$ cat config.mk
export PLATFORM = sky130hd
export DESIGN_NAME = uart_cmd_frame_master
export DESIGN_NICKNAME = d
export VERILOG_FILES = /design/src/rtl/uart_cmd_frame_master.sv
export SDC_FILE = /design/constraint.sdc
export NUM_CORES = 1
export LEC_CHECK = 0
export CORE_UTILIZATION = 54
export CTS_CLUSTER_DIAMETER = 50
export DETAILED_ROUTE_END_ITERATION = 10
export PLACE_DENSITY = 0.78
export SLEW_MARGIN = 0
export SYNTH_ARGS = -nofsm -noshare
export SYNTH_HDL_FRONTEND = slang
export SYNTH_SLANG_ARGS = --single-unit
$ cat constraint.sdc
create_clock -name clk -period 2.65 [get_ports clk]
set_input_delay 0.265 -clock clk [delete_from_list [all_inputs] [get_ports clk]]
set_output_delay 0.265 -clock clk [all_outputs]
set_load 0.01 [all_outputs]
$ cat src/rtl/uart_cmd_frame_master.sv
// ---------------------------------------------------------------------------
// uart_cmd_frame_master
//
// Host-side initiator for the UART command protocol. Accepts one command
// request, serialises it into its byte frame towards a UART transmitter,
// then collects the response bytes from a UART receiver and reports the
// result (or a timeout if the response does not arrive in time).
//
// Ports
//   clk, reset        : single clock, asynchronous active-high reset
//   cmd_*_in/out      : command request handshake and fields
//   tx_byte_out/valid : frame byte to the transmitter (valid/ready handshake)
//   tx_ready_in       : transmitter accepts the presented byte
//   rx_byte_in/valid  : received byte, one-cycle pulse per byte
//   rsp_data_out      : last completed result (held until next completion)
//   rsp_valid_out     : one-cycle completion pulse
//   rsp_timeout_out   : one-cycle timeout pulse
//   busy_out          : command in progress
//
// State table
//   state      | meaning
//   S_IDLE     | ready for a command, stray rx bytes dropped
//   S_SEND     | presenting frame bytes to the transmitter
//   S_WAIT_RSP | collecting response bytes, timeout counter running
// ---------------------------------------------------------------------------
module uart_cmd_frame_master #(
    parameter int WIDTH       = 8,
    parameter int ADDR        = 4,
    parameter int TIMEOUT_CYC = 65535
) (
    input  logic               clk,
    input  logic               reset,
    input  logic               cmd_valid_in,
    output logic               cmd_ready_out,
    input  logic [1:0]         cmd_type_in,
    input  logic [ADDR-1:0]    cmd_addr_in,
    input  logic [WIDTH-1:0]   cmd_data_a_in,
    input  logic [WIDTH-1:0]   cmd_data_b_in,
    input  logic [3:0]         cmd_fun_in,
    output logic [WIDTH-1:0]   tx_byte_out,
    output logic               tx_valid_out,
    input  logic               tx_ready_in,
    input  logic [WIDTH-1:0]   rx_byte_in,
    input  logic               rx_valid_in,
    output logic [2*WIDTH-1:0] rsp_data_out,
    output logic               rsp_valid_out,
    output logic               rsp_timeout_out,
    output logic               busy_out
);

    localparam int TW = $clog2(TIMEOUT_CYC + 1);
    localparam logic [TW-1:0] TO_LAST = TW'(TIMEOUT_CYC - 1);

    localparam logic [1:0] T_RF_WR   = 2'd0;
    localparam logic [1:0] T_RF_RD   = 2'd1;
    localparam logic [1:0] T_ALU_OP  = 2'd2;
    localparam logic [1:0] T_ALU_NOP = 2'd3;

    typedef enum logic [1:0] {
        S_IDLE     = 2'd0,
        S_SEND     = 2'd1,
        S_WAIT_RSP = 2'd2
    } state_t;

    state_t             state_q, state_d;
    logic [1:0]         type_q, type_d;
    logic [ADDR-1:0]    addr_q, addr_d;
    logic [WIDTH-1:0]   data_a_q, data_a_d;
    logic [WIDTH-1:0]   data_b_q, data_b_d;
    logic [3:0]         fun_q, fun_d;
    logic [1:0]         byte_cnt_q, byte_cnt_d;
    logic [WIDTH-1:0]   tx_byte_q, tx_byte_d;
    logic               tx_valid_q, tx_valid_d;
    logic               rsp_cnt_q, rsp_cnt_d;
    logic [WIDTH-1:0]   rsp_lo_q, rsp_lo_d;
    logic [TW-1:0]      to_cnt_q, to_cnt_d;
    logic [2*WIDTH-1:0] rsp_data_q, rsp_data_d;
    logic               rsp_valid_q, rsp_valid_d;
    logic               rsp_timeout_q, rsp_timeout_d;

    // Byte idx of the frame for a given command type; header at idx 0.
    function automatic logic [WIDTH-1:0] frame_byte(
        input logic [1:0]       typ,
        input logic [1:0]       idx,
        input logic [ADDR-1:0]  addr,
        input logic [WIDTH-1:0] a,
        input logic [WIDTH-1:0] b,
        input logic [3:0]       fun
    );
        logic [WIDTH-1:0] b_out;
        b_out = '0;
        case (typ)
            T_RF_WR: begin
                case (idx)
                    2'd0:    b_out = WIDTH'(8'hAA);
                    2'd1:    b_out = WIDTH'(addr);
                    2'd2:    b_out = a;
                    default: b_out = '0;
                endcase
            end
            T_RF_RD: begin
                case (idx)
                    2'd0:    b_out = WIDTH'(8'hBB);
                    2'd1:    b_out = WIDTH'(addr);
                    default: b_out = '0;
                endcase
            end
            T_ALU_OP: begin
                case (idx)
                    2'd0:    b_out = WIDTH'(8'hCC);
                    2'd1:    b_out = a;
                    2'd2:    b_out = b;
                    default: b_out = WIDTH'(fun);
                endcase
            end
            default: begin
                case (idx)
                    2'd0:    b_out = WIDTH'(8'hDD);
                    2'd1:    b_out = WIDTH'(fun);
                    default: b_out = '0;
                endcase
            end
        endcase
        return b_out;
    endfunction

    function automatic logic [1:0] last_idx(input logic [1:0] typ);
        case (typ)
            T_RF_WR:  return 2'd2;
            T_RF_RD:  return 2'd1;
            T_ALU_OP: return 2'd3;
            default:  return 2'd1;
        endcase
    endfunction

    always_ff @(posedge clk or posedge reset) begin
        if (reset) begin
            state_q       <= S_IDLE;
            type_q        <= '0;
            addr_q        <= '0;
            data_a_q      <= '0;
            data_b_q      <= '0;
            fun_q         <= '0;
            byte_cnt_q    <= '0;
            tx_byte_q     <= '0;
            tx_valid_q    <= 1'b0;
            rsp_cnt_q     <= 1'b0;
            rsp_lo_q      <= '0;
            to_cnt_q      <= '0;
            rsp_data_q    <= '0;
            rsp_valid_q   <= 1'b0;
            rsp_timeout_q <= 1'b0;
        end else begin
            state_q       <= state_d;
            type_q        <= type_d;
            addr_q        <= addr_d;
            data_a_q      <= data_a_d;
            data_b_q      <= data_b_d;
            fun_q         <= fun_d;
            byte_cnt_q    <= byte_cnt_d;
            tx_byte_q     <= tx_byte_d;
            tx_valid_q    <= tx_valid_d;
            rsp_cnt_q     <= rsp_cnt_d;
            rsp_lo_q      <= rsp_lo_d;
            to_cnt_q      <= to_cnt_d;
            rsp_data_q    <= rsp_data_d;
            rsp_valid_q   <= rsp_valid_d;
            rsp_timeout_q <= rsp_timeout_d;
        end
    end

    always_comb begin
        state_d       = state_q;
        type_d        = type_q;
        addr_d        = addr_q;
        data_a_d      = data_a_q;
        data_b_d      = data_b_q;
        fun_d         = fun_q;
        byte_cnt_d    = byte_cnt_q;
        tx_byte_d     = tx_byte_q;
        tx_valid_d    = tx_valid_q;
        rsp_cnt_d     = rsp_cnt_q;
        rsp_lo_d      = rsp_lo_q;
        to_cnt_d      = to_cnt_q;
        rsp_data_d    = rsp_data_q;
        rsp_valid_d   = 1'b0;
        rsp_timeout_d = 1'b0;

        case (state_q)
            S_IDLE: begin
                if (cmd_valid_in) begin
                    type_d     = cmd_type_in;
                    addr_d     = cmd_addr_in;
                    data_a_d   = cmd_data_a_in;
                    data_b_d   = cmd_data_b_in;
                    fun_d      = cmd_fun_in;
                    byte_cnt_d = 2'd0;
                    tx_byte_d  = frame_byte(cmd_type_in, 2'd0, cmd_addr_in,
                                            cmd_data_a_in, cmd_data_b_in, cmd_fun_in);
                    tx_valid_d = 1'b1;
                    state_d    = S_SEND;
                end
            end

            S_SEND: begin
                if (tx_ready_in) begin
                    if (byte_cnt_q == last_idx(type_q)) begin
                        tx_valid_d = 1'b0;
                        tx_byte_d  = '0;
                        if (type_q == T_RF_WR) begin
                            // Writes carry no response: complete right away.
                            rsp_data_d  = '0;
                            rsp_valid_d = 1'b1;
                            state_d     = S_IDLE;
                        end else begin
                            rsp_cnt_d = 1'b0;
                            to_cnt_d  = '0;
                            state_d   = S_WAIT_RSP;
                        end
                    end else begin
                        byte_cnt_d = byte_cnt_q + 2'd1;
                        tx_byte_d  = frame_byte(type_q, byte_cnt_q + 2'd1, addr_q,
                                                data_a_q, data_b_q, fun_q);
                    end
                end
            end

            S_WAIT_RSP: begin
                // RF_RD needs one byte (slot 0); ALU commands need two (slot 1 last).
                if (rx_valid_in && (rsp_cnt_q == (type_q != T_RF_RD))) begin
                    // A completing byte beats a simultaneous timeout.
                    if (type_q == T_RF_RD) begin
                        rsp_data_d = {{WIDTH{1'b0}}, rx_byte_in};
                    end else begin
                        rsp_data_d = {rx_byte_in, rsp_lo_q};
                    end
                    rsp_valid_d = 1'b1;
                    state_d     = S_IDLE;
                end else begin
                    if (rx_valid_in) begin
                        rsp_lo_d  = rx_byte_in;
                        rsp_cnt_d = 1'b1;
                    end
                    if (to_cnt_q == TO_LAST) begin
                        rsp_timeout_d = 1'b1;
                        state_d       = S_IDLE;
                    end else begin
                        to_cnt_d = to_cnt_q + TW'(1);
                    end
                end
            end

            default: begin
                state_d    = S_IDLE;
                tx_valid_d = 1'b0;
            end
        endcase
    end

    assign cmd_ready_out   = (state_q == S_IDLE);
    assign busy_out        = (state_q != S_IDLE);
    assign tx_byte_out     = tx_byte_q;
    assign tx_valid_out    = tx_valid_q;
    assign rsp_data_out    = rsp_data_q;
    assign rsp_valid_out   = rsp_valid_q;
    assign rsp_timeout_out = rsp_timeout_q;

endmodule

==> flow_metrics.env, run 1 <==
export IMPL_num_vias=3689
export IMPL_drtIter0Drc=195
export IMPL_post_cts_setup_buffers=0
export IMPL_ys_ff_latch=82
export IMPL_cp_required_ps=2930
export IMPL_ctsHtreeMaxLevel=3
export IMPL_setup_viol=0
export IMPL_regArea_um2=2050
export IMPL_hold_buffers=0
export IMPL_final_cell_mix="dfrtp_1, clkdlybuf4s50_1, nand2_1, mux2_2, a21oi_1"
export IMPL_fin_setup_tns_ps=0
export IMPL_viasPerCell=6.10
export IMPL_timing_final_crit_share=0.899
export IMPL_endpoint_kind="register"
export IMPL_clockBufferDepth=2
export IMPL_ys_flop_type="dfrtp_1"
export IMPL_critical_path_class="register to register"
export IMPL_reg2reg_slack_ps=270
export IMPL_fmax_mhz=420
export IMPL_synthCells=434
export IMPL_io_pins=68
export IMPL_syn_nets=482
export IMPL_antenna_cells=0
export IMPL_fp_dieH_um=92.7
export IMPL_use_met2=0.383
export IMPL_irDropWorstVdd_mv=0.550
export IMPL_setup_slack_ps=267
export IMPL_grt_max_degree=83
export IMPL_cts_root_buf="clkbuf_8"
export IMPL_path_buf_inv=1
export IMPL_worstPathArrival_ps=2660
export IMPL_cts_buffers=9
export IMPL_crit_path_cell_trace="inv_1 > ha_1 > nor2b_1 > a221oi_2 > o22ai_2 > or4_1 > a21oi_1"
export IMPL_power_density_nw_per_um2=1100
export IMPL_path_max_fanout=28
export IMPL_nFillCells=606
export IMPL_status="completed"
export IMPL_portBuffers=67
export IMPL_final_common_cell="dfrtp_1"
export IMPL_post_place_ws_ps=193
export IMPL_worst_pin_slew_ps=941
export IMPL_yosysWarnings=0
export IMPL_rsz0062_at_grt="false"
export IMPL_synth_largest_area_cell="dfrtp_1"
export IMPL_cts_tree="done"
export IMPL_hold_class="input port to asynchronous set/reset pin"
export IMPL_antenna_found_initial=0
export IMPL_synth_top_cell_area_share=0.461
export IMPL_slew_headroom=0.373
export IMPL_async_flop_share=1.00
export IMPL_dieArea_um2=8600
export IMPL_critPathLaunchType="register"
export IMPL_max_stage_delay_ps=600
export IMPL_cts_clk_slew_worst_paths_ps=90
export IMPL_multi_input_area_um2=2220
export IMPL_clk_latency_ps=360
export IMPL_grt_pass1_vias=3493
export IMPL_hpwl_mm=7.10
export IMPL_grt_overflow=0
export IMPL_skew_ps=13.1
export IMPL_cp_top_family="compound AO/OA/AOI/OAI gates"
export IMPL_initial_core_util=0.567
export IMPL_grt_use_total=0.253
export IMPL_maxCapViolations=0
export IMPL_routed_wirelength_mm=10.3
export IMPL_cts_resized=0
export IMPL_met3_usage=0.0443
export IMPL_area_growth_pct=22.4
export IMPL_fp_row_count=32
export IMPL_syn_area_per_cell_um2=10.2
export IMPL_cts_sinks=82
export IMPL_drive_above_1_share=0.159
export IMPL_synthTopCellsByArea="dfrtp_1, mux2_2, nand2_1"
export IMPL_drt_pass1_iter_count=4
export IMPL_nets=546
export IMPL_slowest_stage="or4_1"
export IMPL_synth_edf_count=0
export IMPL_wl_per_cell_um=17.1
export IMPL_yosysSeqAreaShare=0.461
export IMPL_maxSlewViolCount=0
export IMPL_core_um2=7850
export IMPL_synth_area_um2=4450
export IMPL_grt_use_met1=0.365
export IMPL_leakage_nw=2.28
export IMPL_min_period_ps=2380
export IMPL_drc_errors=0
export IMPL_die_w_um=92.7
export IMPL_ant_nets=0
export IMPL_yosysUniqueCellTypes=55
export IMPL_grt_pass1_wl_mm=17.2
export IMPL_gp_congestion=0.901
export IMPL_hold_violations=0
export IMPL_busiest_layer="met2"
sequential cells by signal (all words and copies together) (netlist names):
signal,count
rsp_data_out,16
to_cnt_q,16
data_a_q,8
data_b_q,8
rsp_lo_q,8
tx_byte_out,8
addr_q,4
fun_q,4
byte_cnt_q,2
state_q,2
type_q,2
rsp_cnt_q,1
rsp_timeout_out,1
rsp_valid_out,1
tx_valid_out,1
cells by family (layout without fill, tap and decap cells):
logic type | count (synthesis) | in the layout | share of synthesized area
adders and majority gates | 9 | 9 | 0.0253
AOI/OAI and AO/OA | 111 | 111 | 0.172
DFF | 82 | 82 | 0.461
buffers and inverters | 41 | 110 | 0.0383
xor gates and xnor gates | 2 | 2 | 0.00394
muxes | 56 | 56 | 0.141
and+or+nand+nor | 133 | 133 | 0.158
through the flow:
| step | hold slack, ps | cell area [um2] | power [mW] | instances | utilization |
|---|---|---|---|---|---|
| 6_report | 299 | 5440 | 6.00 | 605 | 0.694 |
| 5_1_grt | 370 | 5440 | 6.39 | 605 | 0.694 |
| 4_1_cts | 333 | 5440 | 6.00 | 605 | 0.694 |
| 3_5_place_dp | 474 | 5240 | 5.05 | 589 | 0.668 |
| 3_3_place_gp | 471 | 5240 | 4.96 | 589 | 0.668 |
| 2_1_floorplan | 415 | 4450 | 4.01 | 434 | - |
where the power goes:
group | switching [mW] | internal [mW]
clock network | 0.471 | 0.467
logic | 1.49 | 1.45
registers | 0.375 | 1.75
total | 2.33 | 3.67
worst paths after layout:
| check | cells after the start | endpoint | start |
|---|---|---|---|
| worst max-delay path | 7 | to_cnt_q[9]$_DFFE_PP0P_ | state_q[0]$_DFFE_PP0P_ |
| worst min-delay path | 3 | rsp_data_out[9]$_DFFE_PP0P_ | reset |
| worst max register to register | 7 | to_cnt_q[9]$_DFFE_PP0P_ | state_q[0]$_DFFE_PP0P_ |
| worst min register to register | 1 | rsp_data_out[8]$_DFFE_PP0P_ | rsp_data_out[8]$_DFFE_PP0P_ |
| max in group asynchronous | 3 | data_a_q[0]$_DFFE_PP0P_ | reset |
| min in group clk | 1 | rsp_data_out[8]$_DFFE_PP0P_ | rsp_data_out[8]$_DFFE_PP0P_ |
tightest hold or removal path: stages:
cell and delay (ps):
clkdlybuf4s50_1 420, clkinv_2 70, buf_12 340
per-layer routing:
layer	routed length (um)	share of wire	up-vias
met4	158	0.015	0
met2	4620	0.45	129
met5	0	0	-
met1	5060	0.49	1812
met3	498	0.048	16
li1	-	-	1732
Yosys cell counts, types with 11 or more instances:
master / count
or4_1: 11
nand2_1: 44
clkbuf_1: 19
and3_1: 12
inv_1: 14
dfrtp_1: 82
nor2b_1: 12
o21ai_0: 18
mux2_2: 43
a21oi_1: 27
nor2_1: 13
o31ai_1: 12
layout make-up:
class                           instances  share of cell area
Clock buffer                           11              0.0260
Clock inverter                          5              0.0115
Inverter                               14             0.00989
Multi-Input combinational cell        311               0.409
Sequential cell                        82               0.377
Tap cell                              102              0.0234
Timing Repair Buffer                   80               0.143
(Power assumes the default switching activity.)
==> inputs of run 2 (changes only) <==
TNS_END_PERCENT = 1   (was default)
==> results of run 2 <==
Same layout as run 1: the final DEF is identical, and so are final timing and power.
